<file path="config.mk">
export PLATFORM = sky130hd
export DESIGN_NAME = instruction_fetch
export DESIGN_NICKNAME = d
export VERILOG_FILES = /design/src/rtl/fetch_pkg.sv /design/src/rtl/fetch_fifo.sv /design/src/rtl/instruction_fetch.sv
export SDC_FILE = /design/constraint.sdc
export NUM_CORES = 1
export LEC_CHECK = 0
export BUFFER_PORTS_ARGS = -buffer_cell sky130_fd_sc_hd__buf_2
export CAP_MARGIN = 20
export CORE_ASPECT_RATIO = 0.7
export CORE_UTILIZATION = 45
export DETAILED_ROUTE_END_ITERATION = 7
export PLACE_DENSITY = 0.69
export SYNTH_ARGS = -nofsm -noshare
export SYNTH_HDL_FRONTEND = slang
export SYNTH_SLANG_ARGS = --single-unit
</file>
<file path="constraint.sdc">
create_clock -name clk_i -period 6.25 [get_ports clk_i]
set_input_delay 1.25 -clock clk_i [delete_from_list [all_inputs] [get_ports clk_i]]
set_output_delay 1.25 -clock clk_i [all_outputs]
set_load 0.02 [all_outputs]
</file>
<file path="src/rtl/fetch_pkg.sv">
// Shared types for the instruction fetch unit: FSM states and the buffered fetch entry.
package fetch_pkg;

    typedef enum logic [2:0] {
        IDLE,
        REQ,
        RETRY,
        DRAIN,
        FAULT
    } fetch_state_t;

    localparam int WORD_BYTES = 4;

    typedef struct packed {
        logic [31:0] pc;
        logic [31:0] instr;
    } fetch_entry_t;

endpackage

</file>
<file path="src/rtl/fetch_fifo.sv">
// Synchronous FIFO of fetched {pc, instr} entries between the bus master and decode.
module fetch_fifo
    import fetch_pkg::*;
#(
    parameter int FIFO_DEPTH = 2,
    localparam int PW = (FIFO_DEPTH > 1) ? $clog2(FIFO_DEPTH) : 1,
    localparam int CW = $clog2(FIFO_DEPTH + 1)
) (
    input  logic          clk,
    input  logic          rst,
    input  logic          push,
    input  fetch_entry_t  push_data,
    input  logic          pop,
    input  logic          flush,
    output fetch_entry_t  head,
    output logic [CW-1:0] count,
    output logic          empty,
    output logic          full
);

    fetch_entry_t  mem [FIFO_DEPTH];
    logic [PW-1:0] rd_ptr;
    logic [PW-1:0] wr_ptr;
    logic          do_push;
    logic          do_pop;

    assign empty   = (count == '0);
    assign full    = (count == CW'(FIFO_DEPTH));
    assign do_pop  = pop && !empty;
    assign do_push = push && (!full || do_pop);
    assign head    = mem[rd_ptr];

    always_ff @(posedge clk) begin
        if (do_push && !flush) begin
            mem[wr_ptr] <= push_data;
        end
    end

    // Pointers wrap naturally because FIFO_DEPTH is a power of two.
    always_ff @(posedge clk) begin
        if (rst || flush) begin
            rd_ptr <= '0;
            wr_ptr <= '0;
            count  <= '0;
        end else begin
            if (do_push) wr_ptr <= wr_ptr + 1'b1;
            if (do_pop)  rd_ptr <= rd_ptr + 1'b1;
            if (do_push && !do_pop) begin
                count <= count + 1'b1;
            end else if (do_pop && !do_push) begin
                count <= count - 1'b1;
            end
        end
    end

endmodule

</file>
<file path="src/rtl/instruction_fetch.sv">
// Wishbone classic read master fetching instruction words into a small FIFO for decode.
//
// state | meaning
// IDLE  | bus quiet; issue a read when the FIFO has room
// REQ   | read outstanding at adr_o; waiting for ack/err/rty or watchdog
// RETRY | one bus-idle cycle after rty, then reissue the same address
// DRAIN | redirected mid-read; finish the old read and discard it
// FAULT | bus error or watchdog expiry; parked until redirect
module instruction_fetch
    import fetch_pkg::*;
#(
    parameter logic [31:0] RESET_PC       = 32'h0000_0000,
    parameter int          FIFO_DEPTH     = 2,
    parameter int          TIMEOUT_CYCLES = 16
) (
    input  logic        clk_i,
    input  logic        rst_i,
    output logic        cyc_o,
    output logic        stb_o,
    output logic [31:0] adr_o,
    output logic [3:0]  sel_o,
    output logic        we_o,
    output logic [31:0] dat_o,
    input  logic [31:0] dat_i,
    input  logic        ack_i,
    input  logic        err_i,
    input  logic        rty_i,
    input  logic        redirect_i,
    input  logic [31:0] redirect_pc_i,
    output logic [31:0] instr_o,
    output logic [31:0] pc_o,
    output logic        valid_o,
    input  logic        ready_i,
    output logic        fault_o,
    output logic [31:0] fault_pc_o
);

    localparam int CW = $clog2(FIFO_DEPTH + 1);
    localparam int WW = $clog2(TIMEOUT_CYCLES);

    fetch_state_t  state;
    fetch_state_t  state_next;
    logic [31:0]   fetch_pc;
    logic [31:0]   adr_q;
    logic [WW-1:0] wd;
    logic          timeout;
    logic          resp;
    logic          push;
    logic          set_fault;
    fetch_entry_t  fifo_head;
    logic [CW-1:0] fifo_count;
    logic          fifo_empty;
    logic          fifo_full;

    assign timeout = (wd == WW'(TIMEOUT_CYCLES - 1));
    assign resp    = ack_i || err_i || rty_i || timeout;

    always_comb begin
        state_next = state;
        push       = 1'b0;
        set_fault  = 1'b0;
        case (state)
            IDLE: begin
                if (!redirect_i && fifo_count < CW'(FIFO_DEPTH)) state_next = REQ;
            end
            REQ: begin
                // A response arriving with the redirect already ends the read.
                if (redirect_i) begin
                    state_next = resp ? IDLE : DRAIN;
                end else if (err_i) begin
                    state_next = FAULT;
                    set_fault  = 1'b1;
                end else if (ack_i) begin
                    state_next = IDLE;
                    push       = 1'b1;
                end else if (rty_i) begin
                    state_next = RETRY;
                end else if (timeout) begin
                    state_next = FAULT;
                    set_fault  = 1'b1;
                end
            end
            RETRY:   state_next = redirect_i ? IDLE : REQ;
            DRAIN:   if (resp) state_next = IDLE;
            FAULT:   if (redirect_i) state_next = IDLE;
            default: state_next = IDLE;
        endcase
    end

    always_ff @(posedge clk_i) begin
        if (rst_i) begin
            state      <= IDLE;
            fetch_pc   <= RESET_PC;
            adr_q      <= RESET_PC;
            wd         <= '0;
            fault_o    <= 1'b0;
            fault_pc_o <= '0;
        end else begin
            state <= state_next;
            if (state_next == state && (state == REQ || state == DRAIN)) begin
                wd <= wd + 1'b1;
            end else begin
                wd <= '0;
            end
            if (redirect_i) begin
                fetch_pc <= {redirect_pc_i[31:2], 2'b00};
                fault_o  <= 1'b0;
            end else if (push) begin
                fetch_pc <= fetch_pc + 32'(WORD_BYTES);
            end
            if (state == IDLE && state_next == REQ) adr_q <= fetch_pc;
            if (set_fault) begin
                fault_o    <= 1'b1;
                fault_pc_o <= fetch_pc;
            end
        end
    end

    fetch_fifo #(
        .FIFO_DEPTH(FIFO_DEPTH)
    ) u_fifo (
        .clk       (clk_i),
        .rst       (rst_i),
        .push      (push && !fifo_full),
        .push_data ('{pc: adr_q, instr: dat_i}),
        .pop       (valid_o && ready_i && !redirect_i),
        .flush     (redirect_i),
        .head      (fifo_head),
        .count     (fifo_count),
        .empty     (fifo_empty),
        .full      (fifo_full)
    );

    assign cyc_o   = (state == REQ) || (state == DRAIN);
    assign stb_o   = cyc_o;
    assign adr_o   = adr_q;
    assign sel_o   = 4'hF;
    assign we_o    = 1'b0;
    assign dat_o   = '0;
    assign valid_o = !fifo_empty;
    assign instr_o = fifo_head.instr;
    assign pc_o    = fifo_head.pc;

endmodule

</file>
## Word-level counts from Yosys, hierarchy flattened

Memories as Yosys holds them, arrays and structs flattened. A register that Yosys moved wholly into a read port is not among the register bits.
Cells that the tools add are included.

| cells by class | value |
|---|---|
| $add $sub $neg | 6 |
| order comparisons | 1 |
| equal/unequal tests | 8 |
| muxes and demuxes | 31 |
| bitwise logic cells | 1 |
| reductions and logical operators | 29 |

Operators with widths:

| kind | number |
|---|---|
| 32-bit 2-to-1 mux | 2 |
| 32-bit by 3-bit adder with 32-bit output, second input constant | 1 |
| 3-bit 2-to-1 mux | 8 |
| 1-bit 2-to-1 mux | 17 |
| 3-bit case mux with 5 select lines | 1 |
| 1-bit logical AND | 11 |
| 3-bit by 1-bit == test with 1-bit output, second input constant | 2 |
| 3-bit by 2-bit == test with 1-bit output, second input constant | 2 |
| 1-bit logical OR | 6 |
| 2-bit 2-to-1 mux | 3 |
| 2-bit nonzero test | 3 |
| 1-bit zero test | 5 |
| 4-bit by 1-bit adder with 4-bit output, second input constant | 1 |
| 4-bit == test, second input constant | 1 |
| 2-bit OR reduction | 2 |
| 3-bit == test | 1 |
| 3-bit == test, second input constant | 1 |
| 3-bit zero test | 1 |
| 1-bit adder, second input constant | 2 |
| 2-bit by 1-bit adder with 2-bit output, second input constant | 1 |
| 2-bit == test, second input constant | 1 |
| 2-bit zero test | 1 |
| 2-bit < comparator, second input constant | 1 |
| 2-bit by 1-bit subtractor with 2-bit output, second input constant | 1 |
| 1-bit NOT | 1 |

| word-level totals | value |
|---|---|
| register bits | 108 |
| RAM bits | 128 |
| input port bits | 71 |
| output and inout port bits | 169 |
| word-level logic and storage cells | 87 |
| memories | 1 |

Memories:

| memory | words | bits a word | rd ports | clocked after memory_dff | wr ports | RTL line | text |
|---|---|---|---|---|---|---|---|
| u_fifo.mem | 2 | 64 | 1 | 1 | 1 | fetch_fifo.sv:21 | `fetch_entry_t mem [FIFO_DEPTH];` |

## Longest topological paths before layout

Gate-level depths: netlist of run 1.

| logic depth | value |
|---|---|
| depth in word-level cells | 11 |
| depth in mapped cells | 9 |
| depth with buffers taken out | 6 |

## Hierarchy

Synthesis of run 1 repeated with hierarchy kept, for this count alone.

| second synthesis, totals | value |
|---|---|
| cells, all modules | 766 |
| area, all modules | 9419.0 µm² |

By module, submodules not included:

| module | instances | cells each | area each (µm²) | seq. area each (µm²) |
|---|---|---|---|---|
| fetch_fifo | 1 | 226 | 4877.2 | 3943.8 |
| instruction_fetch | 1 | 540 | 4541.9 | 1961.9 |

## Worst setup path after synthesis of run 1

No wires, ideal clock.

| path | value |
|---|---|
| path kind | input to register |
| start | in redirect_i |
| end | mem u_fifo.mem[0][0] (netlist name), enable pin |
| setup time | 0.490 ns |
| arrival | 5.168 ns |
| data required time | 5.760 ns |
| slack | 0.592 ns |
| stages | 5 |
| buffers on the path | 2 |
| cells stage by stage | buf_6 -> or4b_1 -> buf_2 -> nor3_1 -> nor2b_1 |

| on the way | value |
|---|---|
| longest elaborated chain between the ends | 8 |
| elaborated cells between the ends (all ways) | 11 |
| those cells by class | mux (4); reduce/logical (7) |

Ends and longest elaborated chain:

| item | RTL line | text |
|---|---|---|
| from (decl) | instruction_fetch.sv:28 | `input logic redirect_i,` |
| 1-bit zero test | instruction_fetch.sv:126 | `.pop (valid_o && ready_i && !redirect_i),` |
| 1-bit logical AND | instruction_fetch.sv:126 |  |
| 1-bit logical AND | fetch_fifo.sv:29 | `assign do_pop = pop && !empty;` |
| 1-bit logical OR | fetch_fifo.sv:30 | `assign do_push = push && (!full \|\| do_pop);` |
| 1-bit logical AND (*) | fetch_fifo.sv:30 |  |
| net u_fifo.do_push | fetch_fifo.sv:24 | `logic do_push;` |
| 1-bit logical AND (*) | fetch_fifo.sv:34 | `if (do_push && !flush) begin` |
| 1-bit 2-to-1 mux (*) | fetch_fifo.sv:34 |  |
| 1-bit 2-to-1 mux (implied by the code) (*) | fetch_fifo.sv:35 | `mem[wr_ptr] <= push_data;` |
| to (decl) | fetch_fifo.sv:21 |  |

Mark *: on every way through the listed nets, which the timed path passes. The rest lies on a longest branch.

## Worst setup path after layout of run 1

| path | value |
|---|---|
| start | in redirect_i |
| end | mem u_fifo.mem[1][47] (netlist name), enable pin |

Same word-level chain as after synthesis.

==> results of run 1 <==
## power breakdown
part / total, mW / switching [mW] / internal [mW]
sequential: 1.64 / 0.0402 / 1.60
clock: 1.36 / 0.556 / 0.807
combinational: 0.203 / 0.129 / 0.0741
total: 3.21 / 0.725 / 2.48
## through the flow
| stage | hold WS (ns) | utilization, % | power [mW] | instances |
|---|---|---|---|---|
| after floorplan | 0.433 | - | 1.82 | 861 |
| after global placement | 0.457 | 51.0 | 1.87 | 1243 |
| after detailed placement | 0.453 | 51.0 | 1.87 | 1243 |
| after CTS | 0.472 | 54.6 | 3.24 | 1282 |
| after global routing | 0.490 | 54.7 | 3.32 | 1284 |
| final | 0.471 | 54.7 | 3.21 | 1285 |
## tightest hold or removal path, stage by stage (launching register included)
cell      delay (ns)
dfxtp_1         0.31
nand2b_1        0.06
mux2i_1         0.06
## how the worst max path moves through the flow
stage,slack (ns),from,to
floorplan,0.59,redirect_i,u_fifo.mem[0][0]$_DFFE_PP_
global placement,2.17,redirect_i,u_fifo.mem[1][51]$_DFFE_PP_
detailed placement,2.14,redirect_i,u_fifo.mem[1][47]$_DFFE_PP_
CTS,2.66,redirect_i,u_fifo.mem[1][24]$_DFFE_PP_
global route,2.50,redirect_i,u_fifo.mem[1][13]$_DFFE_PP_
finish,2.69,redirect_i,u_fifo.mem[1][47]$_DFFE_PP_
## cell type report
cell class,instances,share of cell area (%)
Inverter,15,0.493
Sequential cell,227,50.7
Timing Repair Buffer,203,9.29
Antenna cell,1,0.0219
Multi-Input combinational cell,524,30.0
Clock buffer,28,5.28
Tap cell,276,3.02
Clock inverter,11,1.22
## layer usage
metal | share of wire (%) | global-route usage (%) | vias to the layer above | wire (um)
met5 | 0 | 0 | - | 0
met4 | 1.7 | 3.96 | 0 | 348
met3 | 7.4 | 4.82 | 28 | 1550
met2 | 44 | 29.0 | 200 | 9220
met1 | 47 | 26.7 | 3193 | 9880
li1 | - | - | 3216 | -
## cell usage in the layout, fill, tap and decap left out, types with 4 or more instances in the layout
| master | n |
|---|---|
| buf_2 | 193 |
| edfxtp_1 | 124 |
| dfxtp_1 | 102 |
| nand2_1 | 85 |
| nand2b_1 | 62 |
| mux2_2 | 62 |
| conb_1 | 43 |
| a21oi_1 | 38 |
| nor2_1 | 31 |
| mux2i_1 | 30 |
| clkbuf_16 | 22 |
| inv_1 | 15 |
| a311oi_1 | 15 |
| nand3_1 | 14 |
| nor3_1 | 13 |
| o21ai_0 | 13 |
| or4_1 | 12 |
| or3_1 | 12 |
| nand4_1 | 10 |
| buf_4 | 9 |
| and3_1 | 8 |
| o31ai_1 | 8 |
| and4_1 | 6 |
| xnor2_1 | 5 |
| clkinv_2 | 5 |
| nor3b_1 | 4 |
| a2111oi_0 | 4 |
| xor2_1 | 4 |
| a211oi_1 | 4 |
## sequential cells by signal (all words and copies together) (netlist names), named ones only
name           cells
u_fifo.mem       124
state              3
wd                 4
u_fifo.count       2
u_fifo.wr_ptr      1
fault_pc_o        30
fetch_pc          30
u_fifo.rd_ptr      1
fault_o            1
adr_o             30
## logic make-up (layout without fill, tap and decap cells)
logic type / Yosys count / after routing / synth area share, %
simple gates: 275 / 275 / 15.0
flops: 227 / 227 / 60.1
buf+inv: 110 / 257 / 6.11
compound gates: 102 / 102 / 7.05
mux: 92 / 92 / 10.4
xor+xnor: 9 / 9 / 0.819
fa+ha+maj: 3 / 3 / 0.390
other cells: 2 / 44 / 0.0781
==> metrics.cfg, run 1 <==
[floorplan]
ioPinCount=240
die_w_um=177
start_util_pct=46.1
core.rowCount=44
fp.dieH_um=124
die_area_um2=22000
fp.coreArea_um2=20900

[power]
irDropWorstVdd_mv=0.196
power_leakage_nw=4.23
powerDensity_nw_per_um2=281

[finish]
register_area_um2=5790
multi_input_area_um2=3420
nets=1067
drive_gt1_share_pct=30.6
fin_area_um2=11400
syn2layout_area_growth_pct=18.7
fillCellCount=1860

[place]
place_area_um2=10600
hpwl_um=14000
numPortBuffers=194
pre_cts_slack_ns=2.14
place.gp.congestion=0.832

[hold_path]
hp-class=reg -> reg
holdCritStartpoint=fault_pc_o[14]$_SDFFE_PP0P_
hold-path-endpoint=fault_pc_o[14]$_SDFFE_PP0P_
hold_depth=2

[sta]
rsz0062_at_grt=false
setup_ws_ns=2.69
max_slew.worst_pin.slew_ns=0.885
fin_crit_ns=3.56
fin_crit_sh_pct=57.0
final.setup_skew_ns=0.0202
finalSetupViolCount=0
hold_violations=0
drv_slew=0
finalSetupTns_ns=0
relSlewSlack_pct=41.0
fmax_ghz=0.281

[setup_path]
r2r-start=state[1]$_SDFF_PP0_
slowest_delay_ns=0.80
arrival_ns=3.70
reg2reg_slack_ns=3.39
cp-end-kind=register
crit_slowest_cell=and2_4
r2r-end=u_fifo.mem[1][47]$_DFFE_PP_
critPathLaunchType=input port
cp_top_family=simple AND/OR/NAND/NOR gates
crit_cells=4
cp.buffers_inverters=1
reg2regPathDepth=3
timing.critical_path.required_ns=6.39
critical_path_peak_fanout=62
worstPathCellList=buf_2 -> or4b_1 -> nor3_1 -> and2_4
path_class=in -> reg

[status]
status=finished clean

[detailed_routing]
first_pass_iters=5
wirelength_um=21000
wl_per_cell_um=16.3
vias=6637
avgViaCountPerCell=5.16
drt_iter0_drc=429
remaining_drc_errors=0
antenna_left=0

[logic_synthesis]
synth_edf_count=124
avgSynthCellArea_um2=11.7
yosysWarnings=0
syn-cell-area_um2=9620
yosys-top-cells-area=edfxtp_1 39%, dfxtp_1 21%, mux2_2 7.3%
synth_ff_type=edfxtp_1
synth_top_cell_by_area=edfxtp_1
yosysMostFrequentCell=edfxtp_1
synth_cell_types=53
synth_seq_cells=227
yosysSeqAreaShare_pct=60.1
synth_top_area_share_pct=38.7
synthCells=820
synthArstFlopShare_pct=0
yosys-top-cells-count=124 x edfxtp_1, 103 x dfxtp_1, 85 x nand2_1

[global_routing]
grt_pass1_vias=6273
antenna_found_initial=1
grt_max_degree=86
grt_overflow=0
grtUsageTotal_pct=18.8
grt_pass1_wl_um=33000

[clocking]
root_buffer=clkbuf_16
clk_latency_ns=0.52
post_cts_resized=0
cts_setup_buffers=0
clkTransAtPathRegs_ns=0.06
cts_tree=built
clockBufferDepth=3
htreeDepth=1
cts_hold_buf=0
cts.sinks=227
cts_buffers=22

[job]
drv_cap=0

No activity file was read; power rests on OpenSTA's default activity.
==> inputs of run 2 (changes only) <==
- ABC_AREA: default -> 1
- clock period: 6.25 -> 3.53 ns (I/O delays scaled with it)
==> run 2 against run 1 <==
Against the previous run: global-route usage is 1.5 points higher; non-clock buffer count is 12 higher; flip-flop and latch count unchanged; sequential share of layout area down 1.2 points; synthesized cell count grew 16%; core utilization up 1.0 points; first-iteration DRC count is 28% higher.
==> metrics.cfg, run 2 <==
[status]
status=finished clean

[detailed_routing]
drt_iter0_drc=550  ; +28%
wl_per_cell_um=15.6  ; -4.4%
remaining_drc_errors=0  ; unchanged
vias=7278  ; +9.7%
avgViaCountPerCell=5.04  ; -2.3%
antenna_left=0  ; unchanged
first_pass_iters=5  ; unchanged
wirelength_um=22500  ; +7.4%

[power]
swShare_pct=24.0  ; +1.4 points
powerDensity_nw_per_um2=503  ; +79%
p_switching_mw=1.41  ; +95%
power_leakage_nw=4.49  ; +6.0%
p_int_mw=4.47  ; +80%
p_total_mw=5.89  ; +84%
seqPwrFrac_pct=50.4  ; -0.8 points
irDropWorstVdd_mv=0.313  ; +60%
clkPwrFrac_pct=41.3  ; -1.2 points
power_frac_comb_pct=8.3  ; +2.0 points

[finish]
fin_area_um2=11700  ; +2.4%
final_common_cell=buf_2
syn2layout_area_growth_pct=20.0
regMostFlops=u_fifo.mem
final_util_pct=55.8  ; +1.0 points
drive_gt1_share_pct=30.6  ; +0.036 points
fillCellCount=1884  ; +1.3%
diodes=0  ; -1
register_area_um2=5790  ; about the same
largest_register_ffs=124  ; unchanged
finalNonFillerCells=1443  ; +12%
nets=1225  ; +15%
final_cell_mix=194 x buf_2, 132 x nand2_1, 124 x edfxtp_1, 102 x dfxtp_1, 86 x nor2_1
multi_input_area_um2=3290  ; -3.9%

[place]
numPortBuffers=194  ; unchanged
place.gp.congestion=0.938  ; +13%
dp_cells=1403  ; +13%
place_area_um2=10900  ; +2.9%
hpwl_um=16100  ; +15%
pre_cts_slack_ns=0.658  ; -1.48 ns

[floorplan]
ioPinCount=240  ; unchanged
fp.dieH_um=125  ; +0.62%
die_area_um2=22300  ; +1.2%
start_util_pct=46.5  ; +0.34 points
core.rowCount=44  ; unchanged
fp.coreArea_um2=21000  ; +0.53%
die_w_um=178  ; +0.62%

[logic_synthesis]
synthCells=954  ; +16%
synth_top_cell_by_area=edfxtp_1
synthArstFlopShare_pct=0  ; unchanged
synth_cell_types=39  ; -26%
yosys-top-cells-area=edfxtp_1 38%, dfxtp_1 21%, mux2_2 7.2%
yosysSeqAreaShare_pct=59.4  ; -0.75 points
syn-cell-area_um2=9740  ; +1.3%
synth_top_area_share_pct=38.2  ; -0.48 points
yosysWarnings=0  ; unchanged
synth_seq_cells=227  ; unchanged
synth_ff_type=edfxtp_1
yosysMostFrequentCell=nand2_1
yosys-top-cells-count=132 x nand2_1, 124 x edfxtp_1, 103 x dfxtp_1
avgSynthCellArea_um2=10.2  ; -13%
synth_edf_count=124  ; unchanged

[setup_path]
reg2reg_slack_ns=1.17  ; -2.22 ns
reg2regPathDepth=7  ; +4
arrival_ns=1.77  ; -1.93 ns
r2r-start=state[0]$_SDFF_PP0_
path_class=reg -> out
critPathLaunchType=register
timing.critical_path.required_ns=2.82  ; -3.57 ns
r2r-end=u_fifo.mem[0][59]$_DFFE_PP_
cp-end-kind=output port
critical_path_peak_fanout=62  ; unchanged

[sta]
rsz0062_at_grt=false
final.setup_skew_ns=0.0165  ; -0.00361 ns
hold_violations=0  ; unchanged
fin_crit_sh_pct=70.2
setup_ws_ns=1.05  ; -1.63 ns
finalSetupViolCount=0  ; unchanged
max_slew.worst_pin.slew_ns=0.740  ; -0.146 ns
fin_crit_ns=2.48
whs_ns=0.382  ; -0.0888 ns
finalSetupTns_ns=0  ; unchanged
drv_slew=0  ; unchanged
fmax_ghz=0.403
relSlewSlack_pct=50.6  ; +9.6 points

[clocking]
cts_setup_buffers=0  ; unchanged
clk_latency_ns=0.51  ; about the same
cts_hold_buf=0  ; unchanged
post_cts_resized=0  ; unchanged
cts_buffers=22  ; unchanged
root_buffer=clkbuf_16
cts_tree=built
cts.sinks=227  ; unchanged
htreeDepth=1  ; unchanged
clkTransAtPathRegs_ns=0.07  ; about the same
clockBufferDepth=3  ; unchanged

[job]
drv_cap=0  ; unchanged

[global_routing]
grt_pass1_wl_um=35600  ; +7.8%
grtUsageTotal_pct=20.3  ; +1.5 points
grt_pass1_vias=6565  ; +4.7%
grt_max_degree=63  ; -27%
grt_overflow=0  ; unchanged
antenna_found_initial=0  ; -1

[hold_path]
hp-class=in -> reg
holdCritStartpoint=dat_i[26]
hold-path-endpoint=u_fifo.mem[1][26]$_DFFE_PP_
hold_depth=1  ; -1

-- run 2: cell count changes after synthesis, moves of 46 or more --
| cell | before | now |
|---|---|---|
| a21oi_1 | 38 | 84 |
| o21ai_0 | 13 | 63 |
| inv_1 | 15 | 77 |
| nor2_1 | 31 | 88 |
| nand2b_1 | 62 | 0 |
| nand2_1 | 85 | 132 |
-- run 2: worst max-delay path, stage by stage (launching register included) --
cell	delay [ns]
dfxtp_2	0.34
buf_12	0.28
mux2_2	0.40
buf_2	0.16
-- run 2: cell type report --
| type | count | share of cell area, % |
|---|---|---|
| Sequential cell | 227 | 49.5 |
| Multi-Input combinational cell | 601 | 28.1 |
| Timing Repair Buffer | 215 | 10.3 |
| Clock buffer | 25 | 4.80 |
| Tap cell | 276 | 2.95 |
| Inverter | 84 | 2.72 |
| Clock inverter | 15 | 1.60 |
-- run 2: cell families (layout without fill, tap and decap cells) --
family	after synthesis	count (layout)	synth area share, %
AND/OR/NAND/NOR	297	297	13.3
flip-flops	227	227	59.4
AO/OA/AOI/OAI	191	191	10.6
buffers and inverters	167	339	8.57
multiplexers	62	62	7.17
XOR/XNOR	5	5	0.449
adder cells (fa/ha/maj)	3	3	0.385
other	2	43	0.0771
-- run 2: power by group through the flow --
stage	clock network (mW)	registers [mW]	logic, mW
after floorplan	0	3.05	0.311
after global placement	0	3.02	0.482
after detailed placement	0	3.02	0.490
after CTS	2.47	2.97	0.493
after global routing	2.58	2.98	0.542
final	2.43	2.97	0.491
-- run 2: how the worst max path moves through the flow --
stage,startpoint,endpoint,slack [ns]
global placement,redirect_i,u_fifo.mem[0][11]$_DFFE_PP_,0.67
floorplan,err_i,u_fifo.mem[1][0]$_DFFE_PP_,0.20
global route,state[0]$_SDFF_PP0_,u_fifo.mem[0][59]$_DFFE_PP_,0.98
finish,register,pc_o[23],1.05
detailed placement,redirect_i,u_fifo.mem[0][11]$_DFFE_PP_,0.66
CTS,register,pc_o[23],1.04
-- run 2: routing by layer --
metal | wire [um] | global-route usage [%] | up-vias
li1 | - | - | 3551
met1 | 10500 | 30.5 | 3412
met2 | 9870 | 30.7 | 288
met3 | 1840 | 3.62 | 27
met4 | 301 | 3.92 | 0
met5 | 0 | 0 | -
